`config.mk`:
```
export PLATFORM = sky130hd
export DESIGN_NAME = fifo_wptr_gray_full
export DESIGN_NICKNAME = d
export VERILOG_FILES = /design/src/rtl/fifo_wptr_gray_full.sv
export SDC_FILE = /design/constraint.sdc
export NUM_CORES = 1
export LEC_CHECK = 0
export ABC_CLOCK_PERIOD_IN_PS = 4200
export BUFFER_PORTS_ARGS = -buffer_cell sky130_fd_sc_hd__buf_4
export CORE_MARGIN = 2
export CORE_UTILIZATION = 52
export CTS_CLUSTER_SIZE = 20
export DETAILED_ROUTE_END_ITERATION = 16
export PLACE_DENSITY = 0.77
export SETUP_SLACK_MARGIN = 0.4
export SYNTH_ARGS = -nofsm -noshare
export SYNTH_HDL_FRONTEND = slang
export SYNTH_SLANG_ARGS = --single-unit
```
`constraint.sdc`:
```
create_clock -name clk -period 4.2 [get_ports clk]
set_input_delay 0.84 -clock clk [delete_from_list [all_inputs] [get_ports clk]]
set_output_delay 0.84 -clock clk [all_outputs]
set_load 0.1 [all_outputs]
```
`src/rtl/fifo_wptr_gray_full.sv`:
```
// fifo_wptr_gray_full: write-domain pointer and full-flag logic for an async FIFO.
// Keeps a binary write pointer and a registered Gray copy that is sent to the read
// domain. It also brings the read Gray pointer across with a two-flop synchronizer
// and derives a registered full flag and a one-cycle overflow pulse.
// Optional feature: define ALMOST_FULL_EN to add the almost_full output and the
// AFULL_THRESH parameter. This also adds a Gray-to-binary decoder and an occupancy
// subtractor.
module fifo_wptr_gray_full #(
    parameter int ADDR_SIZE = 4
`ifdef ALMOST_FULL_EN
    , parameter int AFULL_THRESH = 2
`endif
) (
    input  logic                 clk,
    input  logic                 rst,
    input  logic                 wr_en,
    input  logic [ADDR_SIZE:0]   rptr_gray_in,
    output logic                 mem_we,
    output logic [ADDR_SIZE-1:0] waddr,
    output logic [ADDR_SIZE:0]   wptr_gray,
    output logic                 full,
    output logic                 overflow
`ifdef ALMOST_FULL_EN
    , output logic               almost_full
`endif
);

    logic [ADDR_SIZE:0] wbin;
    logic [ADDR_SIZE:0] wbin_next;
    logic [ADDR_SIZE:0] wgray_next;
    logic [ADDR_SIZE:0] rq1;
    logic [ADDR_SIZE:0] rq2;
    logic               full_next;
    logic               accept;

    // A write is taken only when the FIFO is not full. The registered full flag
    // is pessimistic, so gating on it can never overrun the memory.
    assign accept = wr_en & ~full;
    assign mem_we = accept;
    assign waddr  = wbin[ADDR_SIZE-1:0];

    // Next pointer state. Full means the next Gray write pointer equals the
    // synchronized read pointer with its top two bits inverted, which is exactly
    // one lap ahead.
    always_comb begin
        wbin_next  = wbin + {{ADDR_SIZE{1'b0}}, accept};
        wgray_next = (wbin_next >> 1) ^ wbin_next;
        full_next  = (wgray_next == {~rq2[ADDR_SIZE:ADDR_SIZE-1], rq2[ADDR_SIZE-2:0]});
    end

    // Two-flop synchronizer for the read Gray pointer. Only one bit changes per
    // read, so a sample taken mid-transition yields either the old or the new value.
    always_ff @(posedge clk or posedge rst) begin
        if (rst) begin
            rq1 <= '0;
            rq2 <= '0;
        end else begin
            rq1 <= rptr_gray_in;
            rq2 <= rq1;
        end
    end

    // Pointer, full and overflow registers. A write while full leaves the pointers unchanged.
    always_ff @(posedge clk or posedge rst) begin
        if (rst) begin
            wbin      <= '0;
            wptr_gray <= '0;
            full      <= 1'b0;
            overflow  <= 1'b0;
        end else begin
            wbin      <= wbin_next;
            wptr_gray <= wgray_next;
            full      <= full_next;
            overflow  <= wr_en & full;
        end
    end

`ifdef ALMOST_FULL_EN
    localparam int DEPTH = 1 << ADDR_SIZE;
    localparam logic [ADDR_SIZE:0] AF_LEVEL = (ADDR_SIZE+1)'(DEPTH - AFULL_THRESH);

    logic [ADDR_SIZE:0] rbin_s;
    logic [ADDR_SIZE:0] used;

    // Decode the synchronized read pointer to binary. Each bit is the XOR of
    // itself and all bits above it. Occupancy is then measured against the
    // post-write pointer.
    always_comb begin
        rbin_s = '0;
        for (int i = 0; i <= ADDR_SIZE; i++) begin
            rbin_s[i] = ^(rq2 >> i);
        end
        used = wbin_next - rbin_s;
    end

    // The almost_full flag is registered so that it updates on the same edge as full.
    always_ff @(posedge clk or posedge rst) begin
        if (rst) begin
            almost_full <= 1'b0;
        end else begin
            almost_full <= (used >= AF_LEVEL);
        end
    end
`endif

endmodule

```
==> out/summary.txt, run 1 <==
Sequential element share of the synthesized area -> 70.5%
Setup bufs post-CTS -> 0
Hold depth -> 0
Syn_nets -> 57
DRC viols -> 0
Maxcap violations -> 0
CTS buffer count -> 3
Detailed Routing Iterations Pass 1 -> 2
RSZ-0062 raised after global routing -> no
Critical path capture point type -> flip-flop
Worst EP arrival -> 2.65 ns
Die ar. -> 1750 um^2
WHS -> 0.360 ns
Seq cells post-synth -> 21
Largest net degree at the start of global routing -> 22
Slew @ Worst Pin -> 0.735 ns
Clk buf depth -> 2
GPL Wtd Cong -> 0.696
Minimum clock period -> 2.44 ns
# resized after CTS -> 0
Max Slew Vio Count -> 0
Vias in the first global route -> 431
Initial Utilization -> 56.6%
Area Growth Syn to Fin -> 25.7%
Mapped Area -> 746 um^2
Via-to-Cell Ratio -> 5.24
Worst Min Path Start -> rq1[3]$_DFF_PP0_
PnR worst setup slack -> 1.76 ns
Inserted Diodes -> 0
Worst-path clk slew -> 0.11 ns
Number of library cell types mapped by synthesis -> 12
Relative slew slack -> 51.0%
Total track usage -> 15.4%
TritonCTS clock tree -> built
First-pass GRT wire length -> 1.90 mm
Worst slack, placed -> 1.43 ns
Nets -> 81
Die Y -> 41.9 um
Worst EP required -> 4.41 ns
Synth Warn # -> 0
Post-DP HPWL -> 818 um
Initial antenna violation count -> 0
Final setup violation count -> 0
Iteration-0 DRC Markers -> 1
Number of fill cells -> 89
I/O Pins -> 20
Crit Path Category -> in2reg
TNS Setup -> 0 ns
Syn Area/Cell -> 15.9 um^2
Worst Setup SP -> wr_en
Startpoint types -> input pin
Antenna viol nets, final -> 0
# port buffers -> 19
Final Cycle Share -> 58.0%
Reg-to-reg startpoint -> full$_DFF_PP0_
Sequential Area -> 526 um^2
H-tree depth -> 1
Clock sinks -> 21
Site Rows -> 13
Hold Crit Class -> reg2reg
Core ar. -> 1320 um^2
Clock root cell -> clkbuf_4
Achievable Freq -> 410 MHz
Synth Instances -> 47
Multi-input combinational cell area -> 215 um^2
Avg WL per Cell -> 12.7 um
Share of post-route cells with drive strength above 1 -> 35.7%
Worst r2r path cells -> 7
Die Wd -> 41.9 um
Final Hold Vio Count -> 0
CP Max Fanout -> 3
Routed via count -> 445
# hold bufs at CTS -> 0
Status -> finished, final reports clean
Global-route congestion overflow total -> 0
Total detailed-routing wirelength -> 1.08 mm
Clk_lat worst skew -> 0.31 ns
Worst Skew -> 0.00340 ns
==> cell usage after synthesis <==
library cell,number,area share (%)
xor3_1,1,3.2
nand3_1,4,2.7
and2_1,1,0.84
xnor2_1,4,4.7
or3_1,2,1.7
inv_1,2,1.0
ha_1,2,3.4
a21boi_1,1,1.0
a221oi_2,1,2.0
dfrtp_1,21,70
xor2_1,7,8.2
nor2b_1,1,0.84
==> metrics by stage <==
step / instance area [um^2] / util, % / cells
global placement: 910 / 69.0 / 81
finish: 937 / 71.1 / 85
CTS: 937 / 71.1 / 85
floorplan: 748 / - / 47
global route: 937 / 71.1 / 85
detailed placement: 910 / 69.0 / 81
==> worst paths after layout <==
kind	to	slack [ns]
min in group asynchronous	rq1[0]$_DFF_PP0_	0.65
max in group asynchronous	wbin[4]$_DFF_PP0_	3.09
worst max-delay path	full$_DFF_PP0_	1.76
worst max register to register	full$_DFF_PP0_	1.98
worst min register to register	rq2[3]$_DFF_PP0_	0.36
worst min-delay path	rq2[3]$_DFF_PP0_	0.36
==> registers in the layout (all words and copies together) (netlist names) <==
name / cells
wbin: 5
full: 1
rq1: 5
wptr_gray: 4
rq2: 5
overflow: 1
==> critical path, cell delays in order <==
cell	delay [ns]
buf_4	0.11
nor2b_2	0.16
ha_1	0.21
ha_1	0.24
xor2_1	0.29
xor2_1	0.14
or3_1	0.39
a221oi_2	0.27
==> final cells by class <==
class | instances | share of cell area [%]
clock buffer | 3 | 2.40
clock inverter | 1 | 0.534
multi-input combinational | 24 | 23.0
tap | 15 | 2.00
inverter | 2 | 0.801
timing repair buffer | 19 | 15.2
sequential | 21 | 56.1
==> per-layer routing <==
layer / up-vias / global-route usage, % / share of wire, %
li1: 201 / - / -
met1: 221 / 17.2 / 39
met2: 20 / 24.7 / 50
met3: 3 / 4.35 / 8.0
met4: 0 / 11.6 / 2.5
met5: - / 0 / 0
==> cell families (layout without fill, tap and decap cells) <==
logic type	count (synthesis)	in the layout	share of synthesized area, %
compound gates	2	2	3.02
flops	21	21	70.5
fa+ha+maj	2	2	3.36
xor+xnor	12	12	16.1
buf+inv	2	25	1.01
simple gates	8	8	6.04
==> cells in the final DEF (no fill, tap or decap), drive strengths merged <==
cell type,n
xor3,1
nand3,4
nor2b,1
clkinv,1
a21boi,1
xnor2,4
a221oi,1
xor2,7
dfrtp,21
buf,19
and2,1
or3,2
clkbuf,3
ha,2
inv,2
Power of run 1 is left out: the tool's default activity adds up to more than one toggle a clock period on the data nets, which glitch-free logic cannot reach.
==> run 2: changes to the inputs <==
--- a/config.mk
+++ b/config.mk
@@ -5,13 +5,14 @@
 export SDC_FILE = /design/constraint.sdc
 export NUM_CORES = 1
 export LEC_CHECK = 0
-export ABC_CLOCK_PERIOD_IN_PS = 4200
+export ABC_AREA = 1
+export ABC_CLOCK_PERIOD_IN_PS = 2600
 export BUFFER_PORTS_ARGS = -buffer_cell sky130_fd_sc_hd__buf_4
 export CORE_MARGIN = 2
-export CORE_UTILIZATION = 52
+export CORE_UTILIZATION = 50
 export CTS_CLUSTER_SIZE = 20
 export DETAILED_ROUTE_END_ITERATION = 16
-export PLACE_DENSITY = 0.77
+export PLACE_DENSITY = 0.73
 export SETUP_SLACK_MARGIN = 0.4
 export SYNTH_ARGS = -nofsm -noshare
 export SYNTH_HDL_FRONTEND = slang
==> constraint.sdc (replaced) <==
create_clock -name clk -period 2.6 [get_ports clk]
set_input_delay 0.52 -clock clk [delete_from_list [all_inputs] [get_ports clk]]
set_output_delay 0.52 -clock clk [all_outputs]
set_load 0.1 [all_outputs]
==> out/summary.txt, run 2 <==
Global-route congestion overflow total -> 0 (unchanged)
Number of fill cells -> 118 (+33%)
# resized after CTS -> 0 (unchanged)
Die Y -> 45.4 um (+8.5%)
Syn Area/Cell -> 9.33 um^2 (-41%)
Detailed Routing Iterations Pass 1 -> 4 (+2)
Critical path capture point type -> output pin
RSZ-0062 raised after global routing -> no
Maxcap violations -> 0 (unchanged)
Vias in the first global route -> 597 (+39%)
Total detailed-routing wirelength -> 1.45 mm (+35%)
# port buffers -> 19 (unchanged)
Worst EP arrival -> 1.22 ns (-1.43 ns)
Mapped Area -> 858 um^2 (+15%)
CP Max Fanout -> 3 (unchanged)
Antenna viol nets, final -> 0 (unchanged)
Initial antenna violation count -> 0 (unchanged)
Synth top area share -> 61.2% (-9.2 points)
Post-DP HPWL -> 1.12 mm (+37%)
Hold Path Sink -> rq1[1]$_DFF_PP0_
Routed via count -> 658 (+48%)
Syn_nets -> 102 (+79%)
I/O Pins -> 20 (unchanged)
Achievable Freq -> 574 MHz
Number of synthesized flops with an enable pin -> 0 (unchanged)
Site Rows -> 14 (+1)
Die ar. -> 2060 um^2 (+18%)
WL met1 -> 661 um (+57%)
Reg-to-reg startpoint -> full$_DFF_PP0_
Leading cell types by count after synthesis -> 33 x nand2_1, 21 x dfrtp_1, 11 x inv_1, 9 x nand3_1, 5 x nand2_2
Worst Min Path Start -> rptr_gray_in[1]
Synth Warn # -> 0 (unchanged)
Crit-path slowest cell -> dfrtp_4
Clock root cell -> clkbuf_4
Most common cell after layout, fill and taps aside -> nand2_1
Status -> finished, final reports clean
Setup bufs post-CTS -> 0 (unchanged)
Total track usage -> 17.4% (+2.1 points)
Synth area leader -> dfrtp_1
Inserted Diodes -> 0 (unchanged)
Synth top area cells -> dfrtp_1 61%, nand2_1 14%, nand3_1 5.2%
Minimum clock period -> 1.74 ns
DR top layer -> met4
Avg WL per Cell -> 11.1 um (-12%)
Worst Skew -> 0.00408 ns (+0.000685 ns)
GPL Wtd Cong -> 0.742 (+6.6%)
Most frequent cells in the layout -> 33 x nand2_1, 20 x dfrtp_1, 19 x buf_4, 10 x inv_1, 8 x nand3_1
Seq cells post-synth -> 21 (unchanged)
Sequential Area -> 529 um^2 (+0.71%)
Max Slew Vio Count -> 0 (unchanged)
# hold bufs at CTS -> 0 (unchanged)
Nets -> 125 (+54%)
Max incr delay on CP -> 0.51 ns (+0.12 ns)
Worst r2r path cells -> 12 (+5)
Largest net degree at the start of global routing -> 22 (unchanged)
Ys flop type -> dfrtp_1
Clock sinks -> 21 (unchanged)
Met3 WL -> 76 um (-12%)
Relative slew slack -> 49.7% (-1.2 points)
Synth Instances -> 92 (+96%)
Final Hold Vio Count -> 0 (unchanged)
Startpoint types -> flip-flop
Crit Path Category -> reg2out
TNS Setup -> 0 ns (unchanged)
Reg2Reg Setup Slack -> 0.89 ns (-1.09 ns)
Regs by FF count -> rq1 (5), rq2 (5), wbin (5)
Sequential element share of the synthesized area -> 61.2% (-9.2 points)
Via-to-Cell Ratio -> 5.06 (-3.3%)
Clk_lat worst skew -> 0.29 ns (-0.02 ns)
Die Wd -> 45.4 um (+8.5%)
Area Growth Syn to Fin -> 25.5%
Most frequent cell after synthesis -> nand2_1
H-tree depth -> 1 (unchanged)
Worst path cell trace -> nor2_4, buf_4
Multi-input combinational cell area -> 314 um^2 (+46%)
Final Cycle Share -> 67.0%
TritonCTS clock tree -> built
Number of library cell types mapped by synthesis -> 11 (-1)
Initial Utilization -> 55.1% (-1.5 points)
DRC viols -> 0 (unchanged)
Slew @ Worst Pin -> 0.754 ns (+0.0186 ns)
CTS buffer count -> 3 (unchanged)
Met2 routed WL -> 702 um (+30%)
First-pass GRT wire length -> 2.44 mm (+28%)
Iteration-0 DRC Markers -> 12 (+11)
Fraction of registers with async set/reset -> 100% (unchanged)
Hold depth -> 1 (+1)
Worst EP required -> 2.08 ns (-2.33 ns)
Final setup violation count -> 0 (unchanged)
Core ar. -> 1560 um^2 (+18%)
Worst-path clk slew -> 0.11 ns (about the same)
Reg-to-Reg End -> full$_DFF_PP0_
Hold Crit Class -> in2reg
Clk buf depth -> 2 (unchanged)
Share of post-route cells with drive strength above 1 -> 29.8% (-5.9 points)
==> run 2: changes by cell type after synthesis, moves of 3 or more <==
cell     change
xor2_1       -7
inv_1        +9
xnor2_1      -4
nand2_1     +33
nand4_1      +4
nand3_1      +5
nand2_2      +5
nor2_1       +3
==> run 2: cell families (layout without fill, tap and decap cells) <==
| group | after synthesis | in the layout | share of synthesized area (%) |
|---|---|---|---|
| adder cells (fa/ha/maj) | 2 | 2 | 2.91 |
| buffers and inverters | 13 | 35 | 6.56 |
| AND/OR/NAND/NOR | 56 | 56 | 29.3 |
| flip-flops | 21 | 21 | 61.2 |
==> run 2: worst max-delay path by stage <==
stage,startpoint,to,slack (ns),cells after the start
floorplan,full$_DFF_PP0_,full$_DFF_PP0_,0.36,11
global placement,wr_en,full$_DFF_PP0_,0.76,13
detailed placement,wr_en,full$_DFF_PP0_,0.69,14
CTS,full$_DFF_PP0_,mem_we,0.83,2
global route,full$_DFF_PP0_,full$_DFF_PP0_,0.71,12
finish,full$_DFF_PP0_,mem_we,0.86,2
==> run 2: worst max-delay path: cells and delay by family (launching register included) <==
family	cells	cell delay [ns]
DFF	1	0.51
buffers and inverters	1	0.30
and+or+nand+nor	1	0.12
==> run 2: area by class of cell <==
cell class	count	area share, %
inverter	12	4.18
multi-input combinational	58	29.2
timing repair buffer	19	13.2
tap	16	1.86
sequential	21	49.1
clock buffer	4	2.44
==> run 2: layer usage <==
metal	vias to the layer above	GRT usage [%]
li1	334	-
met1	298	21.8
met2	24	27.0
met3	2	3.97
met4	0	11.2
met5	-	0
==> run 2: per-stage QoR <==
stage	area [um^2]	setup slack (ns)	utilization [%]	hold WS, ns	std cells
2_1_floorplan	900	0.361	-	0.331	92
3_3_place_gp	1050	0.760	67.4	0.332	126
3_5_place_dp	1050	0.693	67.4	0.337	126
4_1_cts	1080	0.831	69.1	0.311	130
5_1_grt	1080	0.714	69.1	0.295	130
6_report	1080	0.858	69.1	0.322	130
Power of run 2 is left out for the same reason.
